File: src/rtl/rca_wb_serializer_pkg.sv
// rca_wb_serializer_pkg: shared RCA writeback types, constants and head-state encoding
package rca_wb_serializer_pkg;
   localparam int NUM_WRITE_PORTS = 4;
   localparam int XLEN = 32;
   localparam int ID_W = 4;
   typedef logic [ID_W-1:0] id_t;
   typedef enum logic [1:0] {EMPTY, WRITE, RETIRE_ONLY} head_state_t;
   typedef struct packed {
      id_t                                   id;
      logic [NUM_WRITE_PORTS-1:0][XLEN-1:0]  data;
      logic [NUM_WRITE_PORTS-1:0][4:0]       addr;
      logic [NUM_WRITE_PORTS-1:0]            pending;
   } rca_wb_entry_t;
endpackage

File: src/rtl/rca_wb_entry_fifo.sv
// rca_wb_entry_fifo: in-order circular buffer of writeback entries with push/pop/count
module rca_wb_entry_fifo
   import rca_wb_serializer_pkg::*;
#(
   parameter type T = rca_wb_entry_t,
   parameter int DEPTH = 4
) (
   input  logic                       clk,
   input  logic                       rst,
   input  logic                       push,
   input  logic                       pop,
   input  T                           din,
   output T                           dout,
   output logic [$clog2(DEPTH+1)-1:0] count
);
   localparam int AW = $clog2(DEPTH);
   localparam int CW = $clog2(DEPTH+1);
   T mem [DEPTH];
   logic [AW-1:0] wp, rp;
   assign dout = mem[rp];
   // pointers wrap naturally because DEPTH is a power of two
   always_ff @(posedge clk) begin
      if (rst) begin
         wp <= '0;
         rp <= '0;
         count <= '0;
      end else begin
         if (push) wp <= wp + AW'(1);
         if (pop) rp <= rp + AW'(1);
         count <= count + CW'(push) - CW'(pop);
      end
   end
   // storage needs no reset: count gates every read
   always_ff @(posedge clk) begin
      if (push) mem[wp] <= din;
   end
endmodule

File: src/rtl/rca_wb_serializer.sv
// rca_wb_serializer: buffers RCA writebacks and serializes them into single-port RF writes; optional same-cycle bypass via RCA_WB_BYPASS_EN
module rca_wb_serializer
   import rca_wb_serializer_pkg::id_t, rca_wb_serializer_pkg::head_state_t,
          rca_wb_serializer_pkg::EMPTY, rca_wb_serializer_pkg::WRITE,
          rca_wb_serializer_pkg::RETIRE_ONLY;
#(
   parameter int NUM_WRITE_PORTS = rca_wb_serializer_pkg::NUM_WRITE_PORTS,
   parameter int FIFO_DEPTH = 4,
   parameter int XLEN = rca_wb_serializer_pkg::XLEN
) (
   input  logic                                 clk,
   input  logic                                 rst,
   input  logic                                 wb_done,
   input  id_t                                  wb_id,
   input  logic [NUM_WRITE_PORTS-1:0][XLEN-1:0] wb_rd,
   input  logic [NUM_WRITE_PORTS-1:0][4:0]      wb_rd_addr,
   input  logic [NUM_WRITE_PORTS-1:0]           wb_rd_en,
   output logic                                 wb_ready,
   output logic                                 rf_valid,
   output logic [4:0]                           rf_addr,
   output logic [XLEN-1:0]                      rf_data,
   output id_t                                  rf_id,
   output logic                                 rf_last,
   input  logic                                 rf_ack,
   output logic                                 retire_valid,
   output id_t                                  retire_id,
   output logic [$clog2(FIFO_DEPTH+1)-1:0]      occupancy
);
   localparam int N = NUM_WRITE_PORTS;
   localparam int CW = $clog2(FIFO_DEPTH+1);
   localparam logic [N-1:0] ONE = 1;
   typedef struct packed {
      id_t                     id;
      logic [N-1:0][XLEN-1:0]  data;
      logic [N-1:0][4:0]       addr;
      logic [N-1:0]            pending;
   } entry_t;
   entry_t head, cur, push_e;
   head_state_t st;
   logic [N-1:0] wb_mask, sel, done;
   logic byp, push, pop, last, fire;
   assign wb_ready = occupancy < CW'(FIFO_DEPTH);
`ifdef RCA_WB_BYPASS_EN
   assign byp = (occupancy == '0) && wb_done;
`else
   assign byp = 1'b0;
`endif
   // x0 destinations never reach the register file
   always_comb begin
      wb_mask = wb_rd_en;
      for (int i = 0; i < N; i++) wb_mask[i] = wb_rd_en[i] && (wb_rd_addr[i] != 5'd0);
   end
   // head selection, lowest-pending-port write, retire and push/pop control
   always_comb begin
      cur = byp ? entry_t'{wb_id, wb_rd, wb_rd_addr, wb_mask}
                : entry_t'{head.id, head.data, head.addr, head.pending & ~done};
      st = (occupancy == '0 && !byp) ? EMPTY : (cur.pending != '0) ? WRITE : RETIRE_ONLY;
      rf_valid = st == WRITE;
      sel = rf_valid ? cur.pending & -cur.pending : '0;
      last = (cur.pending & (cur.pending - ONE)) == '0;
      rf_addr = '0;
      rf_data = '0;
      for (int i = 0; i < N; i++) begin
         if (sel[i]) begin
            rf_addr = cur.addr[i];
            rf_data = cur.data[i];
         end
      end
      rf_id = rf_valid ? cur.id : '0;
      rf_last = rf_valid && last;
      fire = rf_valid && rf_ack;
      retire_valid = (fire && last) || st == RETIRE_ONLY;
      retire_id = retire_valid ? cur.id : '0;
      pop = retire_valid && !byp;
      push = wb_done && wb_ready && !(byp && retire_valid);
      push_e = entry_t'{wb_id, wb_rd, wb_rd_addr, (byp && fire) ? wb_mask & ~sel : wb_mask};
   end
   // acked ports of the current head; cleared whenever the head advances
   always_ff @(posedge clk) begin
      if (rst || pop) done <= '0;
      else if (fire && !byp) done <= done | sel;
   end
`ifndef SYNTHESIS
   // a push into a full buffer is silently dropped by the hardware
   always_ff @(posedge clk) begin
      if (!rst) assert (!(wb_done && !wb_ready)) else $warning("wb_done while full: entry dropped");
   end
`endif
   rca_wb_entry_fifo #(.T(entry_t), .DEPTH(FIFO_DEPTH)) u_fifo (
      .clk   (clk),
      .rst   (rst),
      .push  (push),
      .pop   (pop),
      .din   (push_e),
      .dout  (head),
      .count (occupancy)
   );
endmodule

File: config.mk
export PLATFORM = sky130hd
export DESIGN_NAME = rca_wb_serializer
export DESIGN_NICKNAME = d
export VERILOG_FILES = /design/src/rtl/rca_wb_serializer_pkg.sv /design/src/rtl/rca_wb_entry_fifo.sv /design/src/rtl/rca_wb_serializer.sv
export SDC_FILE = /design/constraint.sdc
export NUM_CORES = 1
export LEC_CHECK = 0
export ABC_AREA = 0
export CAP_MARGIN = 40
export CORE_ASPECT_RATIO = 1.75
export CORE_UTILIZATION = 57
export DETAILED_ROUTE_END_ITERATION = 10
export PLACE_DENSITY = 0.77
export SLEW_MARGIN = 20
export SYNTH_ARGS = -nofsm -noshare
export SYNTH_HDL_FRONTEND = slang
export SYNTH_SLANG_ARGS = --single-unit
File: constraint.sdc
create_clock -name clk -period 7.2 [get_ports clk]
set_clock_uncertainty 0.15 [all_clocks]
set_input_delay 1.8 -clock clk [delete_from_list [all_inputs] [get_ports clk]]
set_output_delay 1.8 -clock clk [all_outputs]
set_load 0.01 [all_outputs]
# Word level (Yosys, flattened, before mapping)
# Memory sizes are Yosys's and may differ from the RTL's. A register that Yosys moved wholly into a read port is not among the register bits.
# Cells that the tools add are included.
# totals
register_bits	11
mem_bits_rw	624
in_bits	160
out_inout_bits	52
n_memories	1
# classes
addsub	6
order_cmp	1
n_eq_ne	2
n_mux	17
bitwise	5
n_reduce_logical	17
# mem_list
memory	depth	word_bits	rd	rd_ports_with_merged_regs	wr	line	text
u_fifo.mem	4	156	1	1	1	rca_wb_entry_fifo.sv:18	T mem [DEPTH];
# op_table
op	count
$mux 32	4
$mux 5	4
$reduce_bool 5->1	4
$and 4x4->4	3
$mux 4	3
$logic_and 1x1->1	8
$mux 2	4
$add 2x1->2 const B	2
$logic_not 4->1	1
$neg 4->4	1
$not 4->4	1
$or 4x4->4	1
$reduce_bool 4->1	1
$sub 4x1->4 const B	1
$add 3x1->3	1
$logic_not 3->1	1
$lt 3x3->1 const B	1
$sub 3x1->3	1
$eq 2x1->1 const B	1
$eq 2x2->1 const B	1
$logic_or 1x1->1	2
$mux 1	2

# Depth between registers and ports, before layout
# logic_depth
ltp_word	11
mapped_depth	14
depth_no_buf	11

# Hierarchy
# A second synthesis with hierarchy kept.
# hier_totals
cells_unflattened	1093
hier_area_um2	24688.7
# modules_own_cells
module	n_inst	cells_per_inst	area_each_um2
rca_wb_entry_fifo	1	855	23095.9
rca_wb_serializer	1	238	1592.8

# Least setup slack after synthesis
# Ideal clock, no wire load.
# synth_timing
kind	input to register
startpoint	input port wb_done
endpoint	memory u_fifo.mem[1][0] (netlist bit) (enable)
setup_time_ns	0.534
arrival_ns	5.755
required_ns	6.516
slack_ns	0.761
cell_stages	3
n_path_buf	1
cell_sequence	nor2b_1 > clkbuf_1 > and2_1
# synth_via
elab_chain_cells	3
# synth_lines
element	line	text
start: declaration	rca_wb_serializer.sv:13	input logic wb_done,
$logic_and 1x1->1	rca_wb_serializer.sv:75	push = wb_done && wb_ready && !(byp && retire_valid);
via push	rca_wb_serializer.sv:41	logic byp, push, pop, last, fire;
$mux 1	rca_wb_entry_fifo.sv:35	if (push) mem[wp] <= din;
$mux 1 (not written as such)	rca_wb_entry_fifo.sv:35	
end: declaration	rca_wb_entry_fifo.sv:18	
# The timed path passes the listed nets, and every way through them passes these cells.

==> results.cfg <==
[sta]
rsz0062_at_grt = false
post-route-worst-setup-slack_ns = 1.45
drv_slew = 0
finalCritPeriodShare_pct = 79.9
maxSlewHeadroom_pct = 24.2
whs_ns = 0.408
post-route-min-period_ns = 5.75
setup_violations = 0
worst_pin_slew_ns = 1.14
setup_tns_ns = 0
finalHoldViolCount = 0
clock.fmax_mhz = 174

[setup_path]
crit_chain = mux4_2 > and2_2 > nor2_4 > buf_16 > buf_4 > a22oi_1 > o211ai_2 > clkdlybuf4s50_1
worst_path_largest_cell_delay_ns = 0.74
cp-start-kind = flip-flop
crit_fanout = 40
cp-end-kind = primary output
crit_path_top_delay_cell = dfxtp_4
rr_worst_depth = 13
path_class = reg -> out
arrival_ns = 3.80
required_ns = 5.25

[power]
vdd_drop_max_uv = 306
pwr_density_cell_nw_per_um2 = 356
power_mw = 10.4
leakage_nw = 9.18

[clock_network]
post_cts_resized = 0
tritoncts = yes
cts_made_buffers = 54
cts_root_buf = clkbuf_16
clk_pin_slew_ns = 0.07
cts_max_level = 2
cts.sinks = 637
post_cts.repair.setup_buffers = 0
holdBufCountCts = 0
clkLatencyLatePin_ns = 0.58
clk_path_buf_depth = 3

[flow_run]
drv_cap = 0

[detailed_routing]
dr_total_vias = 11700
wl_um = 50200
drtIter0Drc = 740
drtAntennaViolNets = 0
avgViaCountPerCell = 6.04
drt_pass1_iterations = 5
wire_per_inst_um = 25.9
drc = 0

[placement]
port_buffers = 211
place_inst = 1831
dpl-instance-area_um2 = 27300
place.gp.congestion = 0.778
dp_hpwl_um = 28600
dpl_worst_slack_ns = 1.65

[worst_hold_path]
holdPathStages = 2
hp-class = reg -> reg

[global_route]
first_global_vias = 12500
grt_max_degree = 157
grt_pass1_wl_um = 74100
grt_usage_pct = 22.9
grt_overflow_total = 0
antenna_found_initial = 10

[synthesis]
yosys-top-cells-area = edfxtp_1 (76%), mux4_2 (14%), o211ai_2 (1.5%)
synth_top_area_share_pct = 76.4
synth_cell_types = 42
synthFlopType = edfxtp_1
yosys.area.top_type = edfxtp_1
ys_ff_latch = 637
syn-num-nets = 1265
syn_area_um2 = 24500
ys_seq_area_share_pct = 77.5
async_reset_ff_share_pct = 0
synth_cells = 1098
synth.avg_cell_area_um2 = 22.3
ys_warn_count = 0
synth-edff-count = 624

[final_layout]
fin_util_pct = 69.3
fin_nets = 1495
finalInstanceArea_um2 = 29400
drive_gt1_share_pct = 24.3
final_common_cell = edfxtp_1
fillers = 2573
final_cell_mix = edfxtp_1 (624), clkdlybuf4s50_1 (211), mux4_2 (155), clkbuf_16 (57), nand2_1 (49)
syn2layout_area_growth_pct = 19.9
layout.cells.non_filler = 1939

[floorplanning]
fp.dieW_um = 159
die-area_um2 = 43900
start_util_pct = 57.8
die_h_um = 276
rows = 100
io_pins = 212
core_area_um2 = 42400

[status]
status = finished clean
==> layer usage <==
layer,global-route usage (%),up-vias,routed length (µm)
met1,27.0,6133,18000
li1,-,5078,-
met2,41.3,388,27700
met3,3.86,98,2680
met5,0,-,57
met4,9.78,10,1700
==> flip-flops by register name, summed over array words and instances, names as in the netlist, named ones only <==
| name | count |
|---|---|
| done | 4 |
| u_fifo.count | 3 |
| u_fifo.mem | 624 |
| u_fifo.rp | 2 |
| u_fifo.wp | 2 |
==> logic make-up after synthesis <==
kind of cell	share of synthesized area, %
buffers and inverters	1.19
and+or+nand+nor	2.75
AOI/OAI and AO/OA	3.51
xor gates and xnor gates	0.107
adders and majority gates	0.475
DFF	77.5
muxes	14.5
==> where the power goes <==
part           total (mW)  switching, mW  leakage [nW]  internal [mW]
Clock                3.20           1.26         0.962           1.94
Combinational        2.67           1.37          2.40           1.30
Sequential           4.58          0.104          5.82           4.47
==> synthesized netlist by cell type (all sizes together) (2+ instances only) <==
cell,number
edfxtp,624
mux4,155
nand2,79
a22oi,38
clkbuf,37
o211ai,37
buf,20
and2,16
dfxtp,13
nor2,10
inv,9
a21oi,6
ha,6
nor2b,6
nor3,5
o21a,4
or4,4
mux2,3
xnor2,3
a31oi,2
and3,2
maj3,2
mux2i,2
nand2b,2
o2111ai,2
o21ai,2
==> area by class of cell <==
class | count | area (µm²) | area share (%)
timing repair buffer | 231 | 2400 | 8.16
clock buffer | 64 | 1450 | 4.94
clock inverter | 37 | 537 | 1.83
antenna | 5 | 12.5 | 0.0426
inverter | 9 | 33.8 | 0.115
tap | 561 | 702 | 2.39
multi-input combinational | 395 | 5240 | 17.8
sequential | 637 | 19000 | 64.7
==> critical path, delay by kind of cell, from the launching register on <==
| kind | cells | cell delay (ns) |
|---|---|---|
| simple gates | 2 | 0.58 |
| compound gates | 2 | 0.37 |
| buf+inv | 3 | 1.02 |
| mux | 1 | 0.48 |
| flops | 1 | 0.74 |
==> final timing paths <==
check	from	end	slack, ns
max reg2reg	flip-flop	u_fifo.count[2]$_SDFF_PP0_	3.34
min	done[2]$_SDFFE_PP0P_	done[2]$_SDFFE_PP0P_	0.41
min reg2reg	done[2]$_SDFFE_PP0P_	done[2]$_SDFFE_PP0P_	0.41
max	flip-flop	rf_data[23]	1.45
(Power assumes the default switching activity.)
==> RTL change (config.mk and constraints unchanged) <==
Build with the macro `RCA_WB_BYPASS_EN` defined.
--- a/src/rtl/rca_wb_serializer.sv
+++ b/src/rtl/rca_wb_serializer.sv
@@ -1,4 +1,6 @@
 // rca_wb_serializer: buffers RCA writebacks and serializes them into single-port RF writes; optional same-cycle bypass via RCA_WB_BYPASS_EN
+`define RCA_WB_BYPASS_EN
+
 module rca_wb_serializer
    import rca_wb_serializer_pkg::id_t, rca_wb_serializer_pkg::head_state_t,
           rca_wb_serializer_pkg::EMPTY, rca_wb_serializer_pkg::WRITE,
Behaviour: not the same (Yosys sat finds a counterexample within 4 cycles, from zero or initial values and one cycle with rst high).
==> RTL change against the unedited design <==
Combinational power up 77%; critical path type is now input pin to primary output; power grew 21%; routed wire length up 22%; design area rose by 5.3%; sequential cell count unchanged; non-clock buffer count is 28 higher; synthesized area rose by 6.0%; worst setup slack got worse by 1200 ps.
==> RTL change: results (changes against the unedited design) <==
[global_routing]
grt_max_degree=90  ; -43%
gr-usage-met3_pct=3.91  ; +0.055 points
grt_pass1_wl_um=91700  ; +24%
grt_pass1_vias=14800  ; +19%
antenna_found_initial=13  ; +3

[cells_and_area]
n_all_buffers=259  ; +12%
n_fill_cell=2826  ; +9.8%
buf_share_pct=8.75  ; +0.59 points
stdcell_area_mm2=0.0309  ; +5.3%
nets=1710  ; +14%
inverters=12  ; +3

[routing]
viasPerCell=6.46  ; +6.9%

[outcome]
status=finished, final reports clean

[power]
leakage_nw=10.0  ; +9.3%
max-vdd-ir-drop_v=0.000409  ; +34%

[synth]
synth_compound_area_share_pct=5.67  ; +2.2 points
synthTopCellsByCount=624 x edfxtp_1, 155 x mux4_2, 80 x mux2i_1
syn_nets=1482  ; +17%

[critical_path]
reg2reg_depth=8  ; -5
cp-endpoint=rf_data[30]
r2r_end=u_fifo.mem[3][126]

[worst_hold_path]
hold_start=done[0]
holdPathEnd=done[0]

[placement]
dp.cells=2061  ; +13%
gp_congestion=0.902  ; +16%

-- RTL change: changes by cell type in the layout (fill, tap and decap cells not counted), sizes merged, moves of 11 or more --
cell	before	now
nand3	1	16
a22o	1	32
a221oi	0	34
buf	20	48
and2	16	5
a22oi	38	1
o211ai	37	2
a31oi	2	35
o22ai	1	33
mux2i	2	80
-- RTL change: where the power goes --
part	total (mW)	switching [mW]	internal, mW
clock network	2.98	1.28	1.70
registers	4.91	0.199	4.71
logic	4.73	2.52	2.21
total	12.6	4.00	8.62
-- RTL change: worst max-delay path: stages --
cell,delay [ps]
clkdlybuf4s50_1,500
or4_1,710
o211ai_1,300
and2_2,240
nand2_2,70
buf_4,230
o22ai_1,350
a22o_1,230
clkdlybuf4s50_1,560
-- RTL change: kinds of logic (layout without fill, tap and decap cells) --
kind of cell	Yosys count	after routing
AO/OA/AOI/OAI	191	191
adder cells (fa/ha/maj)	7	7
AND/OR/NAND/NOR	139	139
flip-flops	637	637
other	0	13
multiplexers	239	239
XOR/XNOR	2	2
buffers and inverters	100	371
